--- src/rtl/mult_seq.sv ---
// Sequential signed multiplier, radix-2 Booth recoding.
// One Booth step per clock over a (2*WIDTH+1)-bit product/shift register.
// A start pulse in any state (re)loads the operands. Results are registered:
// prod/exceptRes update together with the one-cycle resultRDY strobe and
// then hold until the next completed operation or reset.
//
// Handshake: ctrl_MULT is a single-cycle request that is always accepted,
// with no ready back-pressure. resultRDY is a single-cycle valid that the
// consumer cannot stall. busy is high while Booth steps are executing.
module mult_seq #(
  parameter int WIDTH = 32
) (
  input  logic             clk,
  input  logic             reset_n,
  input  logic             ctrl_MULT,
  input  logic [WIDTH-1:0] mcand,
  input  logic [WIDTH-1:0] mplier,
  output logic [WIDTH-1:0] prod,
  output logic             exceptRes,
  output logic             resultRDY,
  output logic             busy,
  output logic [1:0]       state_dbg
);

  localparam int CW = $clog2(WIDTH) + 1;
  localparam int PW = 2 * WIDTH + 1;

  typedef enum logic [1:0] {
    IDLE = 2'd0,
    RUN  = 2'd1,
    DONE = 2'd2
  } state_t;

  state_t           state_q, state_d;
  logic [CW-1:0]    cnt_q, cnt_d;
  logic [PW-1:0]    preg_q, preg_d;
  logic [WIDTH-1:0] mreg_q, mreg_d;
  logic [WIDTH-1:0] prod_q, prod_d;
  logic             exc_q, exc_d;
  logic             rdy_q, rdy_d;
  logic             busy_q, busy_d;

  logic [WIDTH:0]   upper_ext;
  logic [WIDTH:0]   mc_ext;
  logic [WIDTH:0]   sum;
  logic [PW-1:0]    step;

  // Booth step: add/subtract the sign-extended multiplicand into the upper
  // half, then arithmetic-shift right by one. The extra sum bit becomes the
  // new top bit, so a 0x80000000 multiplicand never loses its sign.
  always_comb begin
    upper_ext = {preg_q[PW-1], preg_q[PW-1:WIDTH+1]};
    mc_ext    = {mreg_q[WIDTH-1], mreg_q};
    case (preg_q[1:0])
      2'b01:   sum = upper_ext + mc_ext;
      2'b10:   sum = upper_ext - mc_ext;
      default: sum = upper_ext;
    endcase
    step = {sum, preg_q[WIDTH:1]};
  end

  // Next-state logic: start/restart load, step sequencing and result capture.
  always_comb begin
    state_d = state_q;
    cnt_d   = cnt_q;
    preg_d  = preg_q;
    mreg_d  = mreg_q;
    prod_d  = prod_q;
    exc_d   = exc_q;
    rdy_d   = 1'b0;
    busy_d  = busy_q;
    if (ctrl_MULT) begin
      // A start in any state aborts whatever is running.
      mreg_d  = mcand;
      preg_d  = {{WIDTH{1'b0}}, mplier, 1'b0};
      cnt_d   = '0;
      state_d = RUN;
      busy_d  = 1'b1;
    end else begin
      case (state_q)
        RUN: begin
          preg_d = step;
          cnt_d  = cnt_q + 1'b1;
          if (cnt_q == CW'(WIDTH - 1)) begin
            state_d = DONE;
            busy_d  = 1'b0;
          end
        end
        DONE: begin
          state_d = IDLE;
          rdy_d   = 1'b1;
          prod_d  = preg_q[WIDTH:1];
          // Upper half must be pure sign extension of the low half.
          exc_d   = (preg_q[PW-1:WIDTH+1] != {WIDTH{preg_q[WIDTH]}});
        end
        default: begin
          state_d = IDLE;
        end
      endcase
    end
  end

  // State and registered outputs; reset clears everything immediately.
  always_ff @(posedge clk or negedge reset_n) begin
    if (!reset_n) begin
      state_q <= IDLE;
      cnt_q   <= '0;
      preg_q  <= '0;
      mreg_q  <= '0;
      prod_q  <= '0;
      exc_q   <= 1'b0;
      rdy_q   <= 1'b0;
      busy_q  <= 1'b0;
    end else begin
      state_q <= state_d;
      cnt_q   <= cnt_d;
      preg_q  <= preg_d;
      mreg_q  <= mreg_d;
      prod_q  <= prod_d;
      exc_q   <= exc_d;
      rdy_q   <= rdy_d;
      busy_q  <= busy_d;
    end
  end

  assign prod      = prod_q;
  assign exceptRes = exc_q;
  assign resultRDY = rdy_q;
  assign busy      = busy_q;
  assign state_dbg = state_q;

endmodule

--- config.mk ---
export PLATFORM = sky130hd
export DESIGN_NAME = mult_seq
export DESIGN_NICKNAME = d
export VERILOG_FILES = /design/src/rtl/mult_seq.sv
export SDC_FILE = /design/constraint.sdc
export NUM_CORES = 1
export LEC_CHECK = 0
export CELL_PAD_IN_SITES_DETAIL_PLACEMENT = 1
export CELL_PAD_IN_SITES_GLOBAL_PLACEMENT = 2
export CORE_UTILIZATION = 38
export DETAILED_ROUTE_END_ITERATION = 8
export HOLD_SLACK_MARGIN = 0.06
export PLACE_DENSITY_LB_ADDON = 0.25
export SYNTH_ARGS = -nofsm -noshare
export SYNTH_HDL_FRONTEND = slang
export SYNTH_SLANG_ARGS = --single-unit
--- constraint.sdc ---
create_clock -name clk -period 6.9 [get_ports clk]
set_input_delay 2.07 -clock clk [delete_from_list [all_inputs] [get_ports clk]]
set_output_delay 2.07 -clock clk [all_outputs]
set_load 0.01 [all_outputs]
# Word-level counts from Yosys, hierarchy flattened
# Cells that the tools add are included.
word_totals:
  wordCells: 39
  output_inout_bits: 37
  ff_bits: 140
classes:
  addsub: 3
  n_reduce_logical: 6
  eq_ne: 7
  n_bitwise: 1
  mux: 13
op_table:
  columns: ["op", "count"]
  rows:
  - ["two-way mux 65 bit", 2]
  - ["case mux 33 bit (2 select lines)", 1]
  - ["adder 32 x 32 -> 33 bit", 1]
  - ["subtractor 32 x 32 -> 33 bit", 1]
  - ["!= test 32 bit", 1]
  - ["two-way mux 6 bit", 2]
  - ["adder 6 x 1 -> 6 bit (second input constant)", 1]
  - ["equality test 6 x 5 -> 1 bit (second input constant)", 1]
  - ["two-way mux 2 bit", 3]
  - ["AND reduction 2 bit", 3]
  - ["two-way mux 1 bit", 5]
  - ["equality test 2 x 1 -> 1 bit (second input constant)", 2]
  - ["equality test 2 bit (second input constant)", 2]
  - ["nonzero test 2 bit", 2]
  - ["!= test 3 bit (second input constant)", 1]
  - ["nonzero test 3 bit", 1]
  - ["inverter 1 bit", 1]

# Depth between registers and ports, before layout
# Gate-level depths: netlist (run 1).
depth:
  word_depth: 4
  ltp_mapped: 18
  ltp_nobuf: 17

# Worst setup path before layout (run 1)
# No wires, ideal clock.
synth_timing:
  kind: "flip-flop to flip-flop"
  from: "register mreg_q[4]"
  to: "register preg_q[62]"
  t_required_ps: 6813
  n_path_buf: 0
  stages_incl_launch_ff: 17
  synth_period_minus_slack_ps: 4133
  arrival_ps: 4046
  setup_ps: 87
  setup_slack_ps: 2767
  path_cell_list: "dfrtp_1 -> nor4_1 -> nor4b_1 -> nand2_1 -> nor3_1 -> a21oi_1 -> xnor2_1 -> ha_1 -> nand2_1 -> or3_1 -> a211o_1 -> a31o_2 -> a21oi_2 -> a31o_2 -> o21ai_1 -> mux2_1 -> a211oi_2"
synth_between:
  elab_chain_cells: 4
synth_lines:
  columns: ["item", "line", "rtl"]
  rows:
  - ["from (decl)", "37", "logic [WIDTH-1:0] mreg_q, mreg_d;"]
  - ["from (signal assigned)", "118", "mreg_q <= mreg_d;"]
  - ["subtractor 32 x 32 -> 33 bit or adder 32 x 32 -> 33 bit (tied branches)", "56, 55", null]
  - ["case mux 33 bit (2 select lines) *", "54", "case (preg_q[1:0])"]
  - ["two-way mux 65 bit *", "80", "case (state_q)"]
  - ["two-way mux 65 bit *", "72", "if (ctrl_MULT) begin"]
  - ["to (signal assigned)", "117", "preg_q <= preg_d;"]
  - ["to (decl)", "36", "logic [PW-1:0] preg_q, preg_d;"]
# Mark *: on every way between the ends. The rest lies on a longest branch, timed or not. The select of a mux whose other input is x is not followed.
# A chain may end at the register's enable or synchronous reset.

# Worst setup path after layout (run 1)
# Same ends and word-level chain as after synthesis.

==> out/metrics.cfg, run 1 <==
[outcome]
run_status = finished, final reports clean

[die]
die_w_um = 151
pin_count = 104
initial_utilization = 0.386
dieArea_mm2 = 0.0227
coreArea_mm2 = 0.0218
num_rows = 54
die_h_um = 151

[finish]
nets = 1077
multi_input_area_mm2 = 0.00467
stdcell_count = 1266
drive_gt1_frac = 0.122
diodes = 0
most-common-layout-cells = 140 x dfrtp_1, 101 x clkdlybuf4s50_1, 97 x nand2_1
mostFrequentLayoutCell = dfrtp_1
regArea_mm2 = 0.00350
postLayoutCellArea_mm2 = 0.0103
synthToLayoutAreaGrowth_pct = 22.3
fillers = 2459

[pwr]
powerDensity_mw_per_mm2 = 298
power_uw = 3060
leakage_uw = 0.00433
irDropWorstVdd_mv = 0.167

[cts]
cts_hold_buf = 0
cts.clk_slew.worst_paths_ns = 0.07
cts_max_level = 4
root_buffer = clkbuf_16
cts_buffers = 17
clock_latency_ns = 0.43
cts_resized = 0
cts_sinks = 140
clock_path_buffers = 2
cts_tree = built
post_cts_buffers = 0

[drt]
drt-total-wl_um = 23300
drt_pass1_iterations = 4
vias_per_cell = 5.53
final_antenna_net_count = 0
wl_per_cell_um = 18.4
vias = 7007
drc = 0
drt_iter0_markers = 394

[hold_path]
hold_path_class = reg2reg

[sta]
fmax_ghz = 0.194
rsz0062_at_grt = false
period_minus_slack_ns = 5.16
setup_viol = 0
worst_pin_slew_ns = 0.883
fin_skew_ns = 0.0102
finalCritPeriodShare = 0.747
hold_violations = 0
fin_tns_setup_ns = 0
slew_viol_final = 0
slew_headroom = 0.412

[synthesis]
synth_area_leaders = dfrtp_1 42%, mux2_2 8.3%, ha_1 5.4%, xnor2_1 4.9%, o21ai_0 4.8%
synth_flop_cell = dfrtp_1
synth_edf_count = 0
ys_types = 56
seq_area_frac_synth = 0.417
synth.cell_area_mm2 = 0.00840
ys_warn_count = 0
yosys.area.top_type = dfrtp_1
synth.net_count = 994
synthCells = 890
syn_area_per_cell_um2 = 9.44
synthArstFlopShare = 1.00
ys_ff_latch = 140
yosysTopAreaCellShare = 0.417

[global_route]
antenna_found_initial = 0
grt_pass1_wl_um = 38300
grt.overflow.total = 0
grt_pass1_vias = 7326
grt_max_degree = 56
grtUsageTotal = 0.218

[critical_path]
worstSetupPathType = reg2reg
crit_fanout = 7
cp_data_arrival_time_ns = 5.50
cp-end-kind = flop
cp-start-kind = flop
worstPathRequired_ns = 7.25

[placed_design]
postPlaceCellArea_mm2 = 0.00968
io_buffers = 103
place_inst = 1234
gp_congestion = 0.859
place.detailed.hpwl_um = 15900

[run]
drv_cap = 0

## worst max-delay path, stage by stage (launching register included)
cell and delay, ns:
dfrtp_1 0.43, nor4_1 0.56, nor4b_1 0.70, nand2_1 0.29, nor2_1 0.22, a21o_1 0.28, xnor2_1 0.11, ha_1 0.34
nand2_1 0.13, or3_1 0.43, a211o_1 0.28, a31o_2 0.24, a21oi_2 0.23, a31o_2 0.22, o21ai_1 0.07, mux2_1 0.33
a211oi_2 0.21
## kinds of logic after synthesis
family / count (synthesis) / synth area share
adders and majority gates: 37 / 0.0560
muxes: 97 / 0.125
xor gates and xnor gates: 57 / 0.0594
DFF: 140 / 0.417
AOI/OAI and AO/OA: 237 / 0.171
and+or+nand+nor: 256 / 0.142
buffers and inverters: 66 / 0.0295
## Yosys cell counts (3+ instances only)
cell / instances
a2111oi_0: 4
a211oi_1: 9
a21o_1: 14
a21oi_1: 57
a311oi_1: 3
a31o_2: 4
a31oi_1: 15
and3_1: 6
buf_1: 6
clkbuf_1: 41
dfrtp_1: 140
ha_1: 36
inv_1: 19
mux2_2: 62
mux2i_1: 34
nand2_1: 97
nand2b_1: 6
nand3_1: 13
nand4_1: 11
nor2_1: 66
nor2b_1: 6
nor3_1: 20
nor4_1: 13
o211ai_1: 13
o21a_1: 7
o21ai_0: 80
o21ai_1: 6
o21bai_1: 4
o31ai_1: 5
or3_1: 7
xnor2_1: 47
xor2_1: 10
## cell type report
type,instances,share of cell area
Clock buffer,17,0.0414
Sequential cell,140,0.341
Timing Repair Buffer,111,0.106
Multi-Input combinational cell,684,0.454
Tap cell,280,0.0341
Inverter,19,0.00694
Clock inverter,15,0.0166
## routing by layer
layer  GRT usage  up-vias  routed length (µm)
met5           0        -                   0
met4      0.0460        0                 214
met3      0.0461       18                 928
met2       0.356      129               11000
met1       0.295     3471               11200
li1            -     3389                   -
## where the power goes
| group | internal [µW] | total (µW) | switching [µW] |
|---|---|---|---|
| logic | 463 | 1050 | 589 |
| registers | 913 | 1060 | 146 |
| clock network | 519 | 948 | 429 |
## state kept, by name, summed over array words and instances (netlist names)
register,cells
resultRDY,1
preg_q,65
prod,32
state_dbg,2
exceptRes,1
cnt_q,6
mreg_q,32
busy,1
## final timing paths
check / from / end / slack, ns / depth (start not counted)
worst min register to register: busy / busy / 0.50 / 2
min in group asynchronous: reset_n / mreg_q[14] / 1.60 / 1
max in group asynchronous: reset_n / cnt_q[4] / 4.19 / 2
worst max register to register: mreg_q[4] / preg_q[62] / 1.74 / 16
worst min-delay path: busy / busy / 0.50 / 2
worst max-delay path: mreg_q[4] / preg_q[62] / 1.74 / 16
## stage by stage
step	hold slack (ns)	setup slack, ns	utilization
6_report	0.501	1.74	0.473
5_1_grt	0.517	1.22	0.473
4_1_cts	0.510	1.78	0.473
3_5_place_dp	0.496	1.84	0.445
3_3_place_gp	0.483	2.05	0.445
2_1_floorplan	0.501	2.77	-
Note: power is estimated with default switching activity, not from simulation.
==> inputs of run 2 (changes only) <==
CORE_UTILIZATION = 35   (was 38)
clock period = 5.4 ns   (was 6.9 ns; I/O delays follow)
==> out/metrics.cfg, run 2 (synthesis results as in run 1) <==
[drt]
final_antenna_net_count = 0
drt_iter0_markers = 291
drc = 0
vias = 6869
vias_per_cell = 5.25
drt-total-wl_um = 23400
drt_pass1_iterations = 4
wl_per_cell_um = 17.9

[placed_design]
gp_congestion = 0.871
postPlaceCellArea_mm2 = 0.00977
place.detailed.hpwl_um = 16500
io_buffers = 103

[cts]
cts_tree = built
cts.clk_slew.worst_paths_ns = 0.08
cts_hold_buf = 0
root_buffer = clkbuf_16
cts_max_level = 4
cts_resized = 0
cts_sinks = 140
clock_latency_ns = 0.43
post_cts_buffers = 0
clock_path_buffers = 2
cts_buffers = 17

[finish]
top_register = preg_q
synthToLayoutAreaGrowth_pct = 23.3
mostFrequentLayoutCell = dfrtp_1
nets = 1080
postLayoutCellArea_mm2 = 0.0104
most-common-layout-cells = 140 x dfrtp_1, 101 x clkdlybuf4s50_1, 97 x nand2_1
diodes = 0
post-route-util = 0.440
drive_gt1_frac = 0.123
largest_register_ffs = 65

[sta]
rsz0062_at_grt = false
fin_tns_setup_ns = 0
slew_headroom = 0.397
period_minus_slack_ns = 4.76
hold_violations = 0
worst_pin_slew_ns = 0.904
finalCritPeriodShare = 0.881
setup_viol = 0
fmax_ghz = 0.210
slew_viol_final = 0
fin_skew_ns = 0.0154

[critical_path]
worstPathRequired_ns = 5.68
slowest_stage = nor4_1
crit_fanout = 7
worstSetupPathType = reg2reg
critPathTopFamily = simple AND/OR/NAND/NOR gates
cp-end-kind = flop
cp_data_arrival_time_ns = 5.03
crit_chain = nor4_1 -> nor4b_1 -> buf_4 -> nand2_1 -> nor2_1 -> a21o_1 -> xnor2_1 -> ha_1 -> nand2_1 -> or3_1 -> a2111oi_0 -> nor2_1 -> o21ai_1 -> a2111oi_0 -> a31oi_1 -> a31oi_1
worst-path-buf-inv = 1
cp-start-kind = flop
crit_path_max_incr_delay_ns = 0.51

[pwr]
powerDensity_mw_per_mm2 = 377
leakage_uw = 0.00435
power_uw = 3910
irDropWorstVdd_mv = 0.188

[global_route]
grt.overflow.total = 0
antenna_found_initial = 0
grt_pass1_vias = 7117
grtUsageTotal = 0.200
grt_max_degree = 91
grt_pass1_wl_um = 38400

[die]
dieArea_mm2 = 0.0246
coreArea_mm2 = 0.0235
pin_count = 104
die_h_um = 157
num_rows = 56
die_w_um = 157
initial_utilization = 0.357

[hold_path]
hold_path_class = reg2reg

[run]
drv_cap = 0

[outcome]
run_status = finished, final reports clean

run 2: cell count changes in the layout (fill, tap and decap cells not counted):
cell	change
inv_8	+1
clkinvlp_4	+1
ha_1	+1
ha_2	-1
inv_6	-2
buf_4	+2
buf_12	+1
run 2: power by group:
group,switching [µW],internal (µW),leakage [µW]
registers,183,1170,0.00179
logic,756,594,0.00227
clock network,545,664,0.000291
total,1480,2420,0.00435
run 2: path summary, 6_finish.rpt:
kind | end | slack (ns) | from | depth (start not counted)
hold reg to reg | busy | 0.50 | busy | 2
hold / removal | busy | 0.50 | busy | 2
setup / recovery | preg_q[57] | 0.64 | mreg_q[4] | 16
max in group asynchronous | preg_q[19] | 3.28 | reset_n | 2
setup reg to reg | preg_q[57] | 0.64 | mreg_q[4] | 16
min in group asynchronous | mreg_q[8] | 1.30 | reset_n | 1
run 2: worst reg2reg max path: cells and delay by family, from the launching register on:
kind / cells / cell delay, ns
AND/OR/NAND/NOR: 7 / 1.86
AO/OA/AOI/OAI: 6 / 1.69
flip-flops: 1 / 0.42
adder cells (fa/ha/maj): 1 / 0.33
buffers and inverters: 1 / 0.19
XOR/XNOR: 1 / 0.10
run 2: layout make-up:
class                   count  area [µm²]
clock buffers              17         425
clock inverters            15         171
fillers                  2704       13200
inverters                  19        71.3
multi-input cells         684        4670
flip-flops and latches    140        3500
well taps                 319         399
repair buffers            114        1120
run 2: per-layer routing:
metal / wire (µm) / vias up / track usage / part of all wire
li1: - / 3382 / - / -
met1: 10800 / 3406 / 0.258 / 0.46
met2: 11800 / 68 / 0.347 / 0.50
met3: 516 / 13 / 0.0333 / 0.022
met4: 303 / 0 / 0.0467 / 0.013
met5: 0 / - / 0 / 0
run 2: stage by stage:
stage	cells	setup slack (ns)	hold WS [ns]
final	1308	0.644	0.497
after global routing	1308	0.220	0.524
after CTS	1308	0.680	0.506
after detailed placement	1276	0.717	0.481
after global placement	1276	0.898	0.482
after floorplan	890	1.27	0.501
==> inputs of run 3 (changes only) <==
PLACE_DENSITY = 0.77   (was default)
PLACE_DENSITY_LB_ADDON = default   (was 0.25)
==> out/metrics.cfg, run 3 (synthesis results as in run 1) <==
[die]
coreArea_mm2 = 0.0235
die_h_um = 157
dieArea_mm2 = 0.0246
initial_utilization = 0.357
die_w_um = 157
num_rows = 56
pin_count = 104

[cts]
cts_hold_buf = 0
cts_max_level = 4
cts.clk_slew.worst_paths_ns = 0.08
cts_sinks = 140
root_buffer = clkbuf_16
clock_path_buffers = 2
cts_resized = 0
cts_buffers = 17
post_cts_buffers = 0
clock_latency_ns = 0.44
cts_tree = built

[finish]
top_register = preg_q
drive_gt1_frac = 0.122
diodes = 0
fillers = 2699
synthToLayoutAreaGrowth_pct = 23.5
most-common-layout-cells = 140 x dfrtp_1, 101 x clkdlybuf4s50_1, 97 x nand2_1
post-route-util = 0.441
nets = 1079
largest_register_ffs = 65
mostFrequentLayoutCell = dfrtp_1
stdcell_count = 1307
postLayoutCellArea_mm2 = 0.0104

[critical_path]
cp_data_arrival_time_ns = 5.18
worstSetupPathType = reg2reg
cp-end-kind = flop
crit_path_max_incr_delay_ns = 0.53
critPathTopFamily = simple AND/OR/NAND/NOR gates
worstPathRequired_ns = 5.74
cp-start-kind = flop
worst-path-buf-inv = 1
rr_startpoint = mreg_q[4]
crit_chain = nor4_1 -> nor4b_1 -> buf_4 -> nand2_1 -> nor2_1 -> a21o_1 -> xnor2_1 -> ha_1 -> nand2_1 -> or3_1 -> a211o_1 -> a31o_2 -> a21oi_2 -> a31o_2 -> o21ai_1 -> mux2_1 -> a211oi_2
slowest_stage = nor4_1
crit_fanout = 7
reg2reg_slack_ns = 0.56
rr_endpoint = preg_q[62]
rr_worst_depth = 17

[sta]
fmax_ghz = 0.207
rsz0062_at_grt = false
finalCritPeriodShare = 0.896
slew_viol_final = 0
slew_headroom = 0.453
fin_skew_ns = 0.0145
fin_tns_setup_ns = 0
setup_viol = 0
period_minus_slack_ns = 4.84
worst_pin_slew_ns = 0.820
hold_violations = 0

[global_route]
antenna_found_initial = 0
grt_pass1_vias = 7273
grt.overflow.total = 0
grt_pass1_wl_um = 39600
grt_max_degree = 80
grtUsageTotal = 0.207

[hold_path]
worstHoldEndpoint = prod[21]
hold_path_class = reg2reg
hold_path_depth = 1
hold_start = prod[21]

[drt]
wl_per_cell_um = 18.4
vias_per_cell = 5.37
drt-total-wl_um = 24100
final_antenna_net_count = 0
drt_pass1_iterations = 4
drt_iter0_markers = 392
drc = 0
vias = 7014

[run]
drv_cap = 0

[placed_design]
gp_congestion = 0.874
io_buffers = 103
place_inst = 1275
postPlaceCellArea_mm2 = 0.00976
place.detailed.hpwl_um = 16700

[pwr]
irDropWorstVdd_mv = 0.180
powerDensity_mw_per_mm2 = 377
leakage_uw = 0.00436

[outcome]
run_status = finished, final reports clean

[run 3: cell count changes in the layout (fill, tap and decap cells not counted), sizes merged]
cell	before	now
buf	13	12
clkinvlp	2	0
bufinv	1	0
inv	29	25
clkinv	2	9
[run 3: how the worst max path moves through the flow]
stage / start / end / slack [ns] / depth (start not counted)
final: mreg_q[4] / preg_q[62] / 0.56 / 17
after global routing: mreg_q[4] / preg_q[57] / 0.04 / 16
after CTS: mreg_q[4] / preg_q[62] / 0.51 / 17
after detailed placement: mreg_q[4] / preg_q[62] / 0.59 / 17
after global placement: mreg_q[4] / preg_q[62] / 0.77 / 17
after floorplan: mreg_q[4] / preg_q[62] / 1.27 / 16
[run 3: worst register-to-register path: stages, from the launching register on]
cell,delay [ns]
dfrtp_1,0.42
nor4_1,0.53
nor4b_1,0.37
buf_4,0.19
nand2_1,0.09
nor2_1,0.24
a21o_1,0.31
xnor2_1,0.12
ha_1,0.33
nand2_1,0.13
or3_1,0.45
a211o_1,0.28
a31o_2,0.23
a21oi_2,0.23
a31o_2,0.22
o21ai_1,0.07
mux2_1,0.34
a211oi_2,0.22
[run 3: final cells by class]
class	count	area, µm²	area share
clock inverters	15	194	0.0187
inverters	19	71.3	0.00687
repair buffers	113	1120	0.108
clock buffers	17	425	0.0410
flip-flops and latches	140	3500	0.338
multi-input cells	684	4670	0.450
well taps	319	399	0.0385
[run 3: routing by layer]
| metal | routed length, µm | vias up | global-route usage |
|---|---|---|---|
| met5 | 0 | - | 0 |
| met4 | 403 | 0 | 0.0570 |
| met3 | 721 | 32 | 0.0358 |
| met2 | 11600 | 100 | 0.340 |
| met1 | 11400 | 3494 | 0.280 |
| li1 | - | 3388 | - |
[run 3: per-stage QoR]
| step | hold slack (ns) | setup WS [ns] | total power (µW) |
|---|---|---|---|
| floorplan | 0.501 | 1.27 | 2310 |
| global placement | 0.482 | 0.767 | 2690 |
| detailed placement | 0.494 | 0.588 | 2710 |
| CTS | 0.514 | 0.506 | 3950 |
| global route | 0.527 | 0.0384 | 4190 |
| finish | 0.510 | 0.562 | 3910 |
[run 3: power by group]
part	internal (µW)	switching (µW)	leakage, µW
clock	631	582	0.000299
combinational	593	757	0.00226
sequential	1170	181	0.00179
